## src/rtl/date_display_driver.sv

```systemverilog
`default_nettype none
// ============================================================================
// Module      : date_display_driver
// Description : Shows the calendar date on a 4-digit multiplexed 7-segment
//               display. Binary day/month/year go through a sequential
//               double-dabble converter. Two pages, DD.MM and 20YY,
//               alternate on a seconds count taken from tick_1Hz.
// Revision    : 1.0 - initial release
// ============================================================================
module date_display_driver #(
    parameter int REFRESH_DIV  = 100000,
    parameter int PAGE_SECONDS = 3
) (
    input  logic       clk_100MHz,
    input  logic       reset,
    input  logic       tick_1Hz,
    input  logic [7:0] day,
    input  logic [7:0] month,
    input  logic [7:0] year,
    input  logic       blank,
    output logic [3:0] an,
    output logic [6:0] seg,
    output logic       dp,
    output logic       page
);

    localparam int DIV_W  = (REFRESH_DIV > 2) ? $clog2(REFRESH_DIV) : 1;
    localparam int PCNT_W = (PAGE_SECONDS > 1) ? $clog2(PAGE_SECONDS + 1) : 1;

    localparam logic [DIV_W-1:0]  c_div_last  = DIV_W'(REFRESH_DIV - 1);
    localparam logic [PCNT_W-1:0] c_pcnt_last = PCNT_W'(PAGE_SECONDS - 1);

    // Field slots inside the packed field arrays
    localparam int c_f_day   = 0;
    localparam int c_f_month = 1;
    localparam int c_f_year  = 2;

    // Conversion FSM states
    localparam logic [1:0] S_IDLE  = 2'd0;
    localparam logic [1:0] S_LOAD  = 2'd1;
    localparam logic [1:0] S_SHIFT = 2'd2;
    localparam logic [1:0] S_DONE  = 2'd3;

    // Display symbol used for a field that does not fit in two digits
    localparam logic [3:0] c_sym_dash = 4'd10;

    // ------------------------------------------------------------------------
    // Conversion path state
    // ------------------------------------------------------------------------
    logic [2:0][7:0]  w_in;
    logic [2:0][7:0]  r_snap;
    logic [2:0][7:0]  r_src;
    logic [2:0][11:0] r_bcd;
    logic [2:0][11:0] w_bcd_next;
    logic [2:0][3:0]  r_disp_tens;
    logic [2:0][3:0]  r_disp_ones;
    logic [2:0]       r_disp_oor;
    logic [1:0]       r_state;
    logic             r_pending;
    logic [2:0]       r_bitcnt;

    // ------------------------------------------------------------------------
    // Scan and page state
    // ------------------------------------------------------------------------
    logic [DIV_W-1:0]  r_div;
    logic [1:0]        r_idx;
    logic              r_slot_page;
    logic [1:0]        r_sync;
    logic              r_tick_d;
    logic              w_tick_rise;
    logic [PCNT_W-1:0] r_pcnt;
    logic              r_page;
    logic              w_page_next;
    logic              w_div_wrap;
    logic [3:0]        w_sym;
    logic              w_dp;

    assign w_in = {year, month, day};

    // One double-dabble step: add 3 to every nibble >= 5, then shift left
    function automatic logic [11:0] dd_step(input logic [11:0] bcd_in, input logic bit_in);
        logic [11:0] adj;
        adj = bcd_in;
        for (int n = 0; n < 3; n++) begin
            if (adj[n*4 +: 4] >= 4'd5) begin
                adj[n*4 +: 4] = adj[n*4 +: 4] + 4'd3;
            end
        end
        return {adj[10:0], bit_in};
    endfunction

    // Active-low {g,f,e,d,c,b,a} pattern for a symbol; anything above 9 is a dash
    function automatic logic [6:0] seg_code(input logic [3:0] sym);
        logic [6:0] code;
        case (sym)
            4'd0:    code = 7'b1000000;
            4'd1:    code = 7'b1111001;
            4'd2:    code = 7'b0100100;
            4'd3:    code = 7'b0110000;
            4'd4:    code = 7'b0011001;
            4'd5:    code = 7'b0010010;
            4'd6:    code = 7'b0000010;
            4'd7:    code = 7'b1111000;
            4'd8:    code = 7'b0000000;
            4'd9:    code = 7'b0010000;
            default: code = 7'b0111111;
        endcase
        return code;
    endfunction

    // All three fields shift in parallel, MSB of the latched source first
    generate
        for (genvar f = 0; f < 3; f++) begin : g_dd
            assign w_bcd_next[f] = dd_step(r_bcd[f], r_src[f][3'd7 - r_bitcnt]);
        end
    endgenerate

    // Snapshot inputs and run the IDLE/LOAD/SHIFT/DONE conversion sequence
    always_ff @(posedge clk_100MHz or posedge reset) begin
        if (reset) begin
            r_snap      <= '0;
            r_src       <= '0;
            r_bcd       <= '0;
            r_disp_tens <= '0;
            r_disp_ones <= '0;
            r_disp_oor  <= '0;
            r_state     <= S_IDLE;
            r_pending   <= 1'b1;
            r_bitcnt    <= 3'd0;
        end else begin
            r_snap <= w_in;
            case (r_state)
                S_IDLE: begin
                    if (r_pending || (r_snap != r_src)) begin
                        r_state   <= S_LOAD;
                        r_pending <= 1'b0;
                    end
                end
                S_LOAD: begin
                    r_src    <= r_snap;
                    r_bcd    <= '0;
                    r_bitcnt <= 3'd0;
                    r_state  <= S_SHIFT;
                end
                S_SHIFT: begin
                    r_bcd <= w_bcd_next;
                    if (r_bitcnt == 3'd7) begin
                        r_state <= S_DONE;
                    end else begin
                        r_bitcnt <= r_bitcnt + 3'd1;
                    end
                end
                S_DONE: begin
                    // Commit all fields together so a half-updated date is never shown
                    for (int f = 0; f < 3; f++) begin
                        r_disp_tens[f] <= r_bcd[f][7:4];
                        r_disp_ones[f] <= r_bcd[f][3:0];
                        r_disp_oor[f]  <= |r_bcd[f][11:8];
                    end
                    r_state <= S_IDLE;
                end
                default: r_state <= S_IDLE;
            endcase
        end
    end

    // Synchronise tick_1Hz and keep the previous synchronised level for edge detect
    always_ff @(posedge clk_100MHz or posedge reset) begin
        if (reset) begin
            r_sync   <= 2'b00;
            r_tick_d <= 1'b0;
        end else begin
            r_sync   <= {r_sync[0], tick_1Hz};
            r_tick_d <= r_sync[1];
        end
    end

    assign w_tick_rise = r_sync[1] & ~r_tick_d;
    assign w_page_next = (w_tick_rise && (r_pcnt == c_pcnt_last)) ? ~r_page : r_page;
    assign w_div_wrap  = (r_div == c_div_last);

    // Count seconds and flip the page once PAGE_SECONDS ticks have been seen
    always_ff @(posedge clk_100MHz or posedge reset) begin
        if (reset) begin
            r_pcnt <= '0;
            r_page <= 1'b0;
        end else if (w_tick_rise) begin
            if (r_pcnt == c_pcnt_last) begin
                r_pcnt <= '0;
            end else begin
                r_pcnt <= r_pcnt + PCNT_W'(1);
            end
            r_page <= w_page_next;
        end
    end

    // Refresh divider and digit index; the page is resampled only at slot starts
    always_ff @(posedge clk_100MHz or posedge reset) begin
        if (reset) begin
            r_div       <= '0;
            r_idx       <= 2'd0;
            r_slot_page <= 1'b0;
        end else if (w_div_wrap) begin
            r_div       <= '0;
            r_idx       <= r_idx + 2'd1;
            // Uses the next page value so a toggle on this same edge is honoured
            r_slot_page <= w_page_next;
        end else begin
            r_div <= r_div + DIV_W'(1);
        end
    end

    // Pick the symbol and decimal point for the digit currently being scanned
    always_comb begin
        w_sym = 4'd0;
        w_dp  = 1'b1;
        if (!r_slot_page) begin
            case (r_idx)
                2'd0: w_sym = r_disp_oor[c_f_day]   ? c_sym_dash : r_disp_tens[c_f_day];
                2'd1: begin
                    w_sym = r_disp_oor[c_f_day] ? c_sym_dash : r_disp_ones[c_f_day];
                    w_dp  = 1'b0;
                end
                2'd2: w_sym = r_disp_oor[c_f_month] ? c_sym_dash : r_disp_tens[c_f_month];
                2'd3: w_sym = r_disp_oor[c_f_month] ? c_sym_dash : r_disp_ones[c_f_month];
                default: w_sym = 4'd0;
            endcase
        end else begin
            case (r_idx)
                2'd0: w_sym = 4'd2;
                2'd1: w_sym = 4'd0;
                2'd2: w_sym = r_disp_oor[c_f_year] ? c_sym_dash : r_disp_tens[c_f_year];
                2'd3: w_sym = r_disp_oor[c_f_year] ? c_sym_dash : r_disp_ones[c_f_year];
                default: w_sym = 4'd0;
            endcase
        end
    end

    // Register the display drive; blank turns everything off without stopping the scan
    always_ff @(posedge clk_100MHz or posedge reset) begin
        if (reset) begin
            an  <= 4'b1111;
            seg <= 7'b1111111;
            dp  <= 1'b1;
        end else if (blank) begin
            an  <= 4'b1111;
            seg <= 7'b1111111;
            dp  <= 1'b1;
        end else begin
            an  <= ~(4'b1000 >> r_idx);
            seg <= seg_code(w_sym);
            dp  <= w_dp;
        end
    end

    assign page = r_page;

endmodule
`default_nettype wire

```

## config.mk

```make
export PLATFORM = sky130hd
export DESIGN_NAME = date_display_driver
export DESIGN_NICKNAME = d
export VERILOG_FILES = /design/src/rtl/date_display_driver.sv
export SDC_FILE = /design/constraint.sdc
export NUM_CORES = 1
export LEC_CHECK = 0
export ABC_CLOCK_PERIOD_IN_PS = 7300
export CAP_MARGIN = 15
export CORE_ASPECT_RATIO = 1.1
export CORE_UTILIZATION = 35
export DETAILED_ROUTE_END_ITERATION = 10
export PLACE_DENSITY = 0.55
export REMOVE_ABC_BUFFERS = 1
export SETUP_SLACK_MARGIN = 0.5
export SYNTH_ARGS = -nofsm -noshare
export SYNTH_HDL_FRONTEND = slang
export SYNTH_SLANG_ARGS = --single-unit
```

## constraint.sdc

```tcl
create_clock -name clk_100MHz -period 7.3 [get_ports clk_100MHz]
set_input_delay 1.825 -clock clk_100MHz [delete_from_list [all_inputs] [get_ports clk_100MHz]]
set_output_delay 1.825 -clock clk_100MHz [all_outputs]
set_load 0.01 [all_outputs]
```

==> results of run 1 <==
==> worst max-delay path, cell delays in order <==
cell	delay, ns
sky130_fd_sc_hd__clkdlybuf4s50_1	0.47
sky130_fd_sc_hd__inv_6	0.53
sky130_fd_sc_hd__buf_4	0.82
==> placed cells by master, fill, tap and decap left out, types with 3 or more instances in the layout <==
master / n
sky130_fd_sc_hd__o211ai_1: 3
sky130_fd_sc_hd__nor3b_1: 5
sky130_fd_sc_hd__a21o_1: 4
sky130_fd_sc_hd__nand2_1: 12
sky130_fd_sc_hd__a22oi_1: 3
sky130_fd_sc_hd__a31oi_1: 5
sky130_fd_sc_hd__clkdlybuf4s50_1: 40
sky130_fd_sc_hd__o31ai_1: 6
sky130_fd_sc_hd__nor2b_1: 3
sky130_fd_sc_hd__nand4_1: 4
sky130_fd_sc_hd__a32o_1: 6
sky130_fd_sc_hd__buf_4: 4
sky130_fd_sc_hd__inv_1: 39
sky130_fd_sc_hd__o21ai_1: 5
sky130_fd_sc_hd__nand3b_1: 3
sky130_fd_sc_hd__clkbuf_16: 17
sky130_fd_sc_hd__nand2b_1: 18
sky130_fd_sc_hd__a41oi_1: 3
sky130_fd_sc_hd__nand3_1: 10
sky130_fd_sc_hd__xor2_1: 33
sky130_fd_sc_hd__a22o_1: 4
sky130_fd_sc_hd__o32ai_1: 3
sky130_fd_sc_hd__dfrtp_1: 142
sky130_fd_sc_hd__ha_1: 37
sky130_fd_sc_hd__xnor2_1: 21
sky130_fd_sc_hd__inv_6: 8
sky130_fd_sc_hd__o21ai_0: 18
sky130_fd_sc_hd__nor4_1: 6
sky130_fd_sc_hd__clkinv_4: 4
sky130_fd_sc_hd__mux2_2: 50
sky130_fd_sc_hd__nor3_1: 8
sky130_fd_sc_hd__nor2_1: 28
sky130_fd_sc_hd__mux4_2: 5
sky130_fd_sc_hd__mux2i_1: 5
sky130_fd_sc_hd__a21oi_1: 27
sky130_fd_sc_hd__dfstp_2: 13
sky130_fd_sc_hd__o22ai_1: 27
sky130_fd_sc_hd__and3_1: 3
==> Yosys cell counts, types with 12 or more instances <==
cell	n
sky130_fd_sc_hd__dfstp_2	13
sky130_fd_sc_hd__nor2_1	28
sky130_fd_sc_hd__clkbuf_1	16
sky130_fd_sc_hd__nand2_1	12
sky130_fd_sc_hd__o22ai_1	27
sky130_fd_sc_hd__inv_1	40
sky130_fd_sc_hd__a21oi_1	27
sky130_fd_sc_hd__o21ai_0	18
sky130_fd_sc_hd__xor2_1	33
sky130_fd_sc_hd__ha_1	37
sky130_fd_sc_hd__nand2b_1	18
sky130_fd_sc_hd__dfrtp_1	142
sky130_fd_sc_hd__xnor2_1	21
sky130_fd_sc_hd__mux2_2	50
==> worst max-delay path by stage <==
stage	from	end	slack, ns	cells past startpoint
after floorplan	reset	page$_DFFE_PP0P_	1.32	1
after global placement	reset	r_snap[19]$_DFF_PP0_	3.45	3
after detailed placement	reset	r_snap[13]$_DFF_PP0_	3.40	3
after CTS	reset	r_snap[13]$_DFF_PP0_	3.87	3
after global routing	reset	r_src[9]$_DFFE_PP0P_	3.66	3
final	reset	r_bcd[34]$_DFFE_PP0P_	3.97	3
==> flip-flops by register name, indices dropped and copies added, names as in the netlist, 2 cells and up <==
register	cells
seg	7
r_disp_oor	3
r_idx	2
r_state	2
an	4
r_bitcnt	3
r_snap	24
r_sync	2
r_src	24
r_disp_ones	12
r_pcnt	2
r_bcd	36
r_div	17
r_disp_tens	12
==> power by group through the flow <==
stage                     clock network (uW)  logic [uW]  registers, uW
after floorplan                            0         600           1160
after global placement                     0         800           1200
after detailed placement                   0         827           1210
after CTS                                888         832           1190
after global routing                     925         922           1220
final                                    864         827           1190
==> cells by family (layout without fill, tap and decap cells) <==
group,after synthesis,after routing,synth area share
and+or+nand+nor,108,108,0.0799
buffers and inverters,64,119,0.0374
adders and majority gates,37,37,0.0637
xor gates and xnor gates,54,54,0.0651
AOI/OAI and AO/OA,124,124,0.112
muxes,62,62,0.105
DFF,155,155,0.536
==> final cells by class <==
class / instances / area (um2)
fill: 1813 / 11600
sequential: 155 / 3890
tap: 252 / 315
clock buffer: 17 / 425
inverter: 42 / 163
multi-input combinational: 385 / 3100
timing repair buffer: 45 / 445
clock inverter: 15 / 153
==> per-layer routing <==
layer / track usage / share of wire
met4: 0.0577 / 0.020
met3: 0.0351 / 0.028
met1: 0.179 / 0.46
met2: 0.240 / 0.49
met5: 0 / 0
==> metrics by stage <==
| stage | hold slack (ns) | utilization |
|---|---|---|
| global placement | 0.335 | 0.394 |
| CTS | 0.353 | 0.422 |
| global route | 0.365 | 0.423 |
| finish | 0.349 | 0.423 |
| detailed placement | 0.336 | 0.394 |
| floorplan | 0.331 | - |
==> metrics list, run 1 <==
- Hold path depth: 0
- The floorplan step defined a die boundary enclosing between 20000 and 25000 um2.
- For this design, the sink count on the clock tree is 155.
- Setup slack on the worst reg-to-reg path comes out at 4.93 ns.
- Final instance count without filler cells: around 910
- Of all nets on the critical path, the largest fanout is 86.
* Worst hold path startpoint: r_sync[0]$_DFF_PP0_
- In the synthesized netlist, the number of instances is roughly 600.
- In the final design database the tool counted 711 nets.
* Number of enable flip-flop cells after synthesis: 0
* Effective utilization at floorplan: 0.362
* Capture point of the worst reg-to-reg path: seg[1]$_DFF_PP1_
- The initial antenna violation count was 0.
* Leak Pwr: 0.00362 uW
- Cell depth of the worst flop-to-flop path: 9
- Async set-reset flop share out of synthesis: 1.00
- Type of element launching the critical path: input pin
* Post-layout worst setup margin: between 3 and 4 ns
- Hold Path Class: reg2reg
* Number of antenna cells inserted: 0
- The synthesized netlist contains 57 unique library cells.
- Last weighted congestion value of the routability-driven placer: roughly 0.75
- Depth of the CTS H-tree: 4
* Synthesized area: 7260 um2
- Entering global routing, the biggest net connects a little under 90 pins.
- Internal power comes to around 1900 uW.
* Die Wd: 139 um
* Max Fclk: approximately 300 MHz
- Cell at the root of the clock tree: sky130_fd_sc_hd__clkbuf_16
* Fraction of layout instances using a drive strength above 1: 0.175
- Switching power share of the total: 0.337
* Number of setup buffers added after CTS: 0
* Total Power Consumption: between 2000 and 3000 uW
* Worst EP arrival: 3.76 ns
- Count of max-cap constraint violations: 0
* Detailed placer's ending HPWL: 9.58 mm
- The worst hold path terminates at r_sync[1]$_DFF_PP0_.
- The routed design has 14.1 mm of wire.
* Total negative setup slack: 0 ns
- The share of total power dissipated in sequential elements is 0.413.
- Routed via count: 4593
- Most frequently used flop master after synthesis: sky130_fd_sc_hd__dfrtp_1
- Net Sw Power: 971 uW
* Type of element capturing the critical path: async pin
* Clock tree skew after final layout: 0.0216 ns
- Max Root-Sink Buffers: 2
- The count of nets left with antenna violations once routing finished came out at 0.
- Cell row count: between 50 and 60
- After floorplanning, the core was sized to cover 20100 um2.
- Clock latency of the later-clocked register in the worst-skew pair: 0.44 ns
* DRC violation count after routing: 0
* Global-route wire length before repair: between 20 and 25 mm
- TritonCTS built the clock tree.
- Main area contributors after synthesis: sky130_fd_sc_hd__dfrtp_1 (49%), sky130_fd_sc_hd__mux2_2 (7.8%), sky130_fd_sc_hd__ha_1 (6.4%), sky130_fd_sc_hd__dfstp_2 (4.7%), sky130_fd_sc_hd__xor2_1 (4.0%)
- Area added between synthesis and finish: 16.9%
- Worst setup path category: in2async
- The final count of pins violating max slew came to 0.
- Data on the critical path is required at its endpoint by between 7 and 8 ns.
- Maximum vdd ir drop: 0.176 mV
- Worst Max-Slew Pin Slew: 0.890 ns
* TritonCTS buffer count: 17
- Including well taps, the total number of placed cells is 878.
* Port Buf Inserts: 40
- Top-area cell type share of the netlist area: 0.489
* Comb pwr share: 0.287
- At the placement stage, the worst setup path has a slack of 3.40 ns.
- Shortest period the worst path allows: 3.33 ns
* Total gr overflow: 0
* Reg2reg start: r_idx[0]$_DFFE_PP0N_
- Setup repair after global routing left no endpoint under its margin.
- Measured against its own limit, the worst slew margin works out to 0.407.
* Sequential cell area fraction in the yosys report: 0.536
* Setup violations, final: 0
- Post-synthesis cell type with the largest combined area: sky130_fd_sc_hd__dfrtp_1
* CTS clk-pin slew, worst paths: 0.07 ns
- Summing all non-filler instances in the final layout gives an area of between 8000 and 9000 um2.
* Run status: completed
* Vias/cell: 5.04
- Number of primary I/O pins: 41
* Via count of the first global-routing pass: around 4800
- Post-synthesis average cell area: between 10 and 15 um2
* Synth warnings: 0
- The first detailed-routing pass ran for 4 iterations.
- Buffers inserted to repair hold after CTS numbered 0.
- Final worst-path cycle share: 0.456
* Final hold vios: 0
- After clock tree synthesis, the repair step resized 0 gates.
* Dpl cell area: 7900 um2
- The share of total power dissipated in the clock network is 0.300.
- Overall Global Routing Usage: 0.144
- Flop and latch count out of synthesis: ~160
- Detailed router's first-iteration violation count: approximately 220
* Die Span Y: between 150 and 200 um
- Power density relative to cell area: around 340 nW/um2
- Routed length per instance: between 15 and 20 um
(Power assumes the default switching activity.)
==> run 2: changes to the inputs <==
--- a/config.mk
+++ b/config.mk
@@ -5,7 +5,7 @@
 export SDC_FILE = /design/constraint.sdc
 export NUM_CORES = 1
 export LEC_CHECK = 0
-export ABC_CLOCK_PERIOD_IN_PS = 7300
+export ABC_CLOCK_PERIOD_IN_PS = 3380
 export CAP_MARGIN = 15
 export CORE_ASPECT_RATIO = 1.1
 export CORE_UTILIZATION = 35
==> constraint.sdc (replaced) <==
create_clock -name clk_100MHz -period 3.38 [get_ports clk_100MHz]
set_input_delay 0.845 -clock clk_100MHz [delete_from_list [all_inputs] [get_ports clk_100MHz]]
set_output_delay 0.845 -clock clk_100MHz [all_outputs]
set_load 0.01 [all_outputs]
==> metrics list, run 2 (same netlist as run 1, synthesis figures left out) <==
* Worst hold path startpoint: r_sync[0]$_DFF_PP0_
- The clock period could shrink to around 2.4 ns.
* Routed via count: 4708 (+2.5%)
- Dpl cell area: 7950 um2 (+0.60%)
- The total power divided by cell area was 735 nW/um2 (+120%).
* RSZ-0062 raised after global routing: no
- The least setup slack across all paths after layout came to 0.962 ns (-3.01 ns).
* Final hold vios: 0 (unchanged)
- Capture point of the worst reg-to-reg path: r_bcd[32]$_DFFE_PP0P_
- Fraction of layout instances using a drive strength above 1: 0.177 (+0.00250)
* Final instance area: 8550 um2 (+0.66%)
- In this run the critical register-to-register path is launched from r_state[1]$_DFFE_PP0P_.
* Hold path depth: 0 (unchanged)
- Number of primary I/O pins: 41 (unchanged)
- Detailed placer's ending HPWL: 10.2 mm (+6.7%)
- The source-to-sink clock delay at the later pin of the worst-skew pair came to 0.43 ns (about the same).
* Detailed router's first-iteration violation count: 263 (+22%)
- In the layout the commonest cells are sky130_fd_sc_hd__dfrtp_1 (142), sky130_fd_sc_hd__mux2_2 (50), sky130_fd_sc_hd__clkdlybuf4s50_1 (40).
- Depth of the CTS H-tree: 4 (unchanged)
* Max Root-Sink Buffers: 2 (unchanged)
* Clock tree skew after final layout: 0.00513 ns (-0.0164 ns)
- Type of element capturing the critical path: flip-flop
- The total number of clock tree sinks was 155 (unchanged).
- The floorplan row count is 54 (unchanged).
* Overall Global Routing Usage: 0.149 (+0.00474)
- The critical path is of the reg2reg type.
- Registers with the most flip-flops: r_bcd (36), r_snap (24), r_src (24)
* Via count of the first global-routing pass: 4924 (+1.6%)
- Final worst-path cycle share: 0.715
- STA classifies the critical path startpoint as a flip-flop.
- The number of buffers created by CTS was 17 (unchanged).
- Count of max-cap constraint violations: 0 (unchanged)
* Hold-critical path endpoint: r_sync[1]$_DFF_PP0_
- Hold WS: 0.369 ns (+0.0197 ns)
- The number of setup violations in the final report came to 0 (unchanged).
* Vias/cell: 5.16 (+2.3%)
- Hold Path Class: reg2reg
- Cell depth of the worst flop-to-flop path: 4 (-5)
- DIE AREA: 21300 um2 (unchanged)
* Number of setup buffers added after CTS: 0 (unchanged)
* Final Net Count: 713 (+0.28%)
* Leak Pwr: 0.00365 uW (+0.96%)
- The total wire length came to 14.4 mm (+1.9%).
* Drt first pass iters: 4 (unchanged)
- The final antenna diode count was 0 (unchanged).
- The slew at the pin closest to its max-slew limit is 1.00 ns (+0.112 ns).
- Global-route wire length before repair: 24.8 mm (+1.8%)
* Dpl ws: 0.985 ns (-2.42 ns)
* Routed length per instance: 15.7 um (+1.7%)
- TritonCTS built the clock tree.
- Core box area: 20100 um2 (unchanged)
- Maximum vdd ir drop: 0.373 mV (+110%)
* Post-CTS Hold Fix Bufs: 0 (unchanged)
* Number of routed nets with antenna violations: 0 (unchanged)
* Port Buf Inserts: 40 (unchanged)
- Die Span Y: 153 um (unchanged)
* Critical Path Fanout Max: 27 (-69%)
* Largest reg by FF count: r_bcd
* Largest net degree at the start of global routing: 73 (-16%)
- The leftover overflow at the end of global routing was 0 (unchanged).
* DRC violation count after routing: 0 (unchanged)
- Worst relative slew slack: 0.330 (-0.0763)
- In this run the clock root is driven by a sky130_fd_sc_hd__clkbuf_16.
- Fin util: 0.426 (+0.00281)
- Max Fclk: 414 MHz
- The initial core utilization was 0.362 (unchanged).
- The global placer's final weighted congestion came to 0.813 (+8.1%).
- Slew Viols, Final: 0 (unchanged)
- Total Power Consumption: 6280 uW (+120%)
- The endpoint required time on the critical path came to 3.70 ns (-4.03 ns).
- The critical path data arrival time came to 2.74 ns (-1.02 ns).
* Setup slack on the worst flop-to-flop path: 0.96 ns (-3.97 ns)
* CTS clk-pin slew, worst paths: 0.06 ns (about the same)
- Leaving out fill and tap cells, the most frequent cell in the layout is sky130_fd_sc_hd__dfrtp_1.
* Die Wd: 139 um (unchanged)
- The run finished with clean final reports.
- Number of flip-flops in the largest register: 36 (unchanged)
- CTS-repair resized insts: 0 (unchanged)
- Number of antenna violations at the first check in global routing: 0 (unchanged)
* Area added between synthesis and finish: 17.7%
[run 2: changes by cell type in the layout (fill, tap and decap cells not counted), sizes merged]
cell      delta
buf          +2
clkinv       -2
inv          +2
bufinv       +1
clkinvlp     -1
[run 2: layer usage]
metal / up-vias / GRT usage / routed length (um)
li1: 2230 / - / -
met4: 0 / 0.0646 / 285
met2: 94 / 0.250 / 7190
met5: - / 0 / 0
met1: 2359 / 0.184 / 6440
met3: 25 / 0.0320 / 449
[run 2: per-stage QoR]
stage,TNS [ns],cells
final,0,913
after global routing,0,913
after CTS,0,913
after detailed placement,0,881
after global placement,0,881
after floorplan,-236.51,582
[run 2: area by class of cell]
type / count / area (um2)
flip-flops and latches: 155 / 3890
multi-input cells: 385 / 3100
clock inverters: 15 / 176
fillers: 1847 / 11500
clock buffers: 17 / 425
well taps: 252 / 315
repair buffers: 47 / 478
inverters: 42 / 163
[run 2: how the worst max path moves through the flow]
stage	cells after the start	endpoint	startpoint	slack, ns
2_1_floorplan	1	page$_DFFE_PP0P_	reset	-1.62
3_3_place_gp	4	r_bcd[32]$_DFFE_PP0P_	r_state[0]$_DFFE_PP0P_	1.08
3_5_place_dp	4	r_bcd[32]$_DFFE_PP0P_	r_state[1]$_DFFE_PP0P_	0.98
4_1_cts	4	r_bcd[32]$_DFFE_PP0P_	r_state[1]$_DFFE_PP0P_	0.96
5_1_grt	4	r_bcd[32]$_DFFE_PP0P_	r_state[1]$_DFFE_PP0P_	0.76
6_report	4	r_bcd[32]$_DFFE_PP0P_	r_state[1]$_DFFE_PP0P_	0.96
[run 2: where the power goes]
part           switching, uW  total [uW]  leakage [uW]  internal [uW]
sequential               353        2570       0.00197           2220
clock                    826        1940      0.000296           1120
combinational            910        1770       0.00139            855
[run 2: critical path: stages (launching register included)]
cell and delay (ns):
sky130_fd_sc_hd__dfrtp_1 0.40, sky130_fd_sc_hd__inv_1 0.10, sky130_fd_sc_hd__ha_1 0.58, sky130_fd_sc_hd__nand2_1 0.72, sky130_fd_sc_hd__o32ai_1 0.49
==> run 3: changes to the inputs <==
--- a/config.mk
+++ b/config.mk
@@ -5,7 +5,7 @@
 export SDC_FILE = /design/constraint.sdc
 export NUM_CORES = 1
 export LEC_CHECK = 0
-export ABC_CLOCK_PERIOD_IN_PS = 3380
+export ABC_CLOCK_PERIOD_IN_PS = 2400
 export CAP_MARGIN = 15
 export CORE_ASPECT_RATIO = 1.1
 export CORE_UTILIZATION = 35
==> constraint.sdc (replaced) <==
create_clock -name clk_100MHz -period 2.4 [get_ports clk_100MHz]
set_input_delay 0.6 -clock clk_100MHz [delete_from_list [all_inputs] [get_ports clk_100MHz]]
set_output_delay 0.6 -clock clk_100MHz [all_outputs]
set_load 0.01 [all_outputs]
==> metrics list, run 3 (same netlist as run 1, synthesis figures left out) <==
- Run status: completed
- The total wire length is 14.9 mm (+4.1%).
- The number of setup violations in the final report came to 0 (unchanged).
- The ratio of final minimum period to clock period was 0.826 (+0.111).
- Number of antenna cells inserted: 0 (unchanged)
- The worst-case register-to-register setup slack was 0.42 ns (-0.55 ns).
- The chip width came to 139 um (unchanged).
- The number of global-route vias before repair was 4963 (+0.79%).
- Setup repair after global routing could not meet its margin everywhere.
- The startpoint identified for the worst register-to-register timing path is r_idx[1]$_DFFE_PP0N_.
- Final hold vios: 0 (unchanged)
- The endpoint identified for the worst register-to-register timing path is seg[1]$_DFF_PP1_.
- The combined global-route utilization of all metal layers came to 0.149 (+0.000444).
- Multi-input combinational cell area: 3220 um2 (+4.0%)
- In this run the clock root is driven by a sky130_fd_sc_hd__clkbuf_16.
- The number of cells traversed by the worst register-to-register path is 8 (+4).
* Met1 track demand over resource in global routing: 0.182 (-0.00166)
- The number of hold buffers added after cts came to 0 (unchanged).
- CTS tree: done
* Worst hold path startpoint: r_sync[0]$_DFF_PP0_
* Routed length per instance: 15.9 um (+1.0%)
* Slew Viols, Final: 0 (unchanged)
- Total gr overflow: 0 (unchanged)
- Die Span Y: 153 um (unchanged)
- Layer carrying the most global-route usage: met2
- The floorplan row count was 54 (unchanged).
* Detailed router's first-iteration violation count: 268 (+1.9%)
* Hold Path Class: reg2reg
* Final Net Count: 741 (+3.9%)
* Worst setup path category: reg2reg
- STA classifies the critical path startpoint as a flip-flop.
- The maximum root-to-sink buffer count was 2 (unchanged).
* Maximum vdd ir drop: 0.565 mV (+52%)
- The number of search-and-repair iterations in the first detailed-routing pass is 5 (+1).
* Worst EP arrival: 2.34 ns (-0.40 ns)
- The total power divided by cell area came to 1010 nW/um2 (+38%).
- The number of nets with antenna violations after detailed routing is 0 (unchanged).
- The deepest level of the CTS H-tree is 4 (unchanged).
- Detailed placer's ending HPWL: 10.2 mm (about the same)
* Total negative setup slack: 0 ns (unchanged)
* Clock tree skew after final layout: 0.00588 ns (+0.000745 ns)
- Number of flip-flops in the largest register: 36 (unchanged)
- The maximum achievable frequency was 504 MHz (+22%).
- The initial core utilization came to 0.362 (unchanged).
- The minimum clock period was 1.98 ns (-0.434 ns).
- DIE AREA: 21300 um2 (unchanged)
- DRC violation count after routing: 0 (unchanged)
- Dpl cell area: 8020 um2 (+0.88%)
- Worst relative slew slack: 0.621 (+0.291)
* Number of antenna violations at the first check in global routing: 0 (unchanged)
* Core box area: 20100 um2 (unchanged)
* Most frequent standard cell in the layout excluding fill and tap cells: sky130_fd_sc_hd__dfrtp_1
* Hold path depth: 0 (unchanged)
- Total Power Consumption: 9020 uW (+44%)
* Fill count: 1810 (-2.0%)
- The path with the worst hold slack has its endpoint at r_sync[1]$_DFF_PP0_.
- The number of violations of the max-capacitance limit came to 0 (unchanged).
- The maximum number of pins on one net before global-route repair is 52 (-29%).
* Port Buf Inserts: 40 (unchanged)
- The source-to-sink clock delay at the later pin of the worst-skew pair was 0.43 ns (about the same).
- The library cells used most frequently in the layout, excluding fill and tap cells, are sky130_fd_sc_hd__dfrtp_1 (142), sky130_fd_sc_hd__mux2_2 (50), sky130_fd_sc_hd__inv_1 (36).
- The met2 layer usage reported by global route is 0.256 (+0.00598).
* Area used by sequential logic in the layout: 3890 um2 (unchanged)
- Fraction of layout instances using a drive strength above 1: 0.237 (+0.0596)
- Final instance area: 8900 um2 (+4.1%)
* TritonCTS buffer count: 17 (unchanged)
* Leak Pwr: 0.00379 uW (+3.8%)
* Registers with the most flip-flops: r_bcd (36), r_snap (24), r_src (24)
- The detailed-route via count was 4824 (+2.5%).
- Met3 Use GR: 0.0326 (+0.000627)
- The clock slew seen by the registers of the worst setup and hold paths is 0.06 ns (about the same).
- Global-route wire length before repair: 24.9 mm (+0.61%)
- The endpoint required time on the critical path is 2.76 ns (-0.94 ns).
- The top fanout value on the critical path came to 9 (-67%).
- The total number of clock tree sinks came to 155 (unchanged).
- The slew at the pin closest to its max-slew limit came to 0.566 ns (-0.436 ns).
- Area added between synthesis and finish: 22.5%
* Largest reg by FF count: r_bcd
* Number of primary I/O pins: 41 (unchanged)
- The via density per instance is 5.13 (-0.58%).
- Type of element capturing the critical path: flip-flop
- The global placer's final weighted congestion came to 0.850 (+4.6%).
-- run 3: cell count changes in the layout (fill, tap and decap cells not counted), sizes merged --
| cell | change |
|---|---|
| clkbuf | +4 |
| clkinvlp | +3 |
| buf | +27 |
| inv | -8 |
| clkdlybuf4s50 | -13 |
| clkinv | +1 |
| dlygate4sd2 | +13 |
| a21oi | +1 |
-- run 3: layout make-up --
class,instances,share of cell area
inverter,42,0.0183
timing repair buffer,74,0.0787
clock inverter,11,0.0153
sequential,155,0.438
tap,252,0.0354
multi-input combinational,386,0.362
clock buffer,21,0.0529
-- run 3: power by group --
group / total (uW) / internal (uW) / leakage, uW / switching, uW
registers: 3630 / 3130 / 0.00197 / 509
logic: 2680 / 1300 / 0.00154 / 1380
clock network: 2710 / 1630 / 0.000284 / 1090
total: 9020 / 6050 / 0.00379 / 2970
-- run 3: how the worst max path moves through the flow --
stage                         startpoint          endpoint  slack (ns)  cells after the start
finish              r_idx[1]$_DFFE_PP0N_  seg[1]$_DFF_PP1_        0.42                      8
global route        r_idx[1]$_DFFE_PP0N_  seg[1]$_DFF_PP1_        0.33                      9
CTS                 r_idx[1]$_DFFE_PP0N_  seg[1]$_DFF_PP1_        0.43                      8
detailed placement  r_idx[0]$_DFFE_PP0N_  seg[1]$_DFF_PP1_        0.13                      9
global placement    r_idx[0]$_DFFE_PP0N_  seg[1]$_DFF_PP1_        0.20                      9
floorplan                          reset  page$_DFFE_PP0P_       -2.36                      1
-- run 3: metal layers --
layer	wire length (um)	share of wire	up-vias
met5	0	0	-
met4	310	0.021	0
met3	376	0.025	24
met2	7700	0.52	81
met1	6560	0.44	2427
li1	-	-	2292
-- run 3: timing repair --
item / in CTS / in global routing
pin swaps: 14 / 11
setup endpoints to repair: 23 / 11
gates resized for setup: 36 / 6
cloned: 0 / 1
setup buffers: 15 / 6
endpoints found under the hold margin: 0 / 0
-- run 3: through the flow --
stage | cells | utilization | worst slack [ns] | hold slack (ns)
floorplan | 582 | - | -2.36 | 0.331
global placement | 887 | 0.399 | 0.195 | 0.335
detailed placement | 887 | 0.399 | 0.127 | 0.335
CTS | 934 | 0.440 | 0.425 | 0.348
global route | 941 | 0.443 | 0.326 | 0.371
finish | 941 | 0.443 | 0.417 | 0.348
-- run 3: critical path, stage by stage (launching register included) --
cell,delay (ns)
sky130_fd_sc_hd__dfrtp_1,0.41
sky130_fd_sc_hd__ha_2,0.30
sky130_fd_sc_hd__o21ai_0,0.11
sky130_fd_sc_hd__and4_1,0.19
sky130_fd_sc_hd__o31a_4,0.31
sky130_fd_sc_hd__ha_1,0.30
sky130_fd_sc_hd__inv_1,0.07
sky130_fd_sc_hd__nand2_1,0.05
sky130_fd_sc_hd__a21o_1,0.17
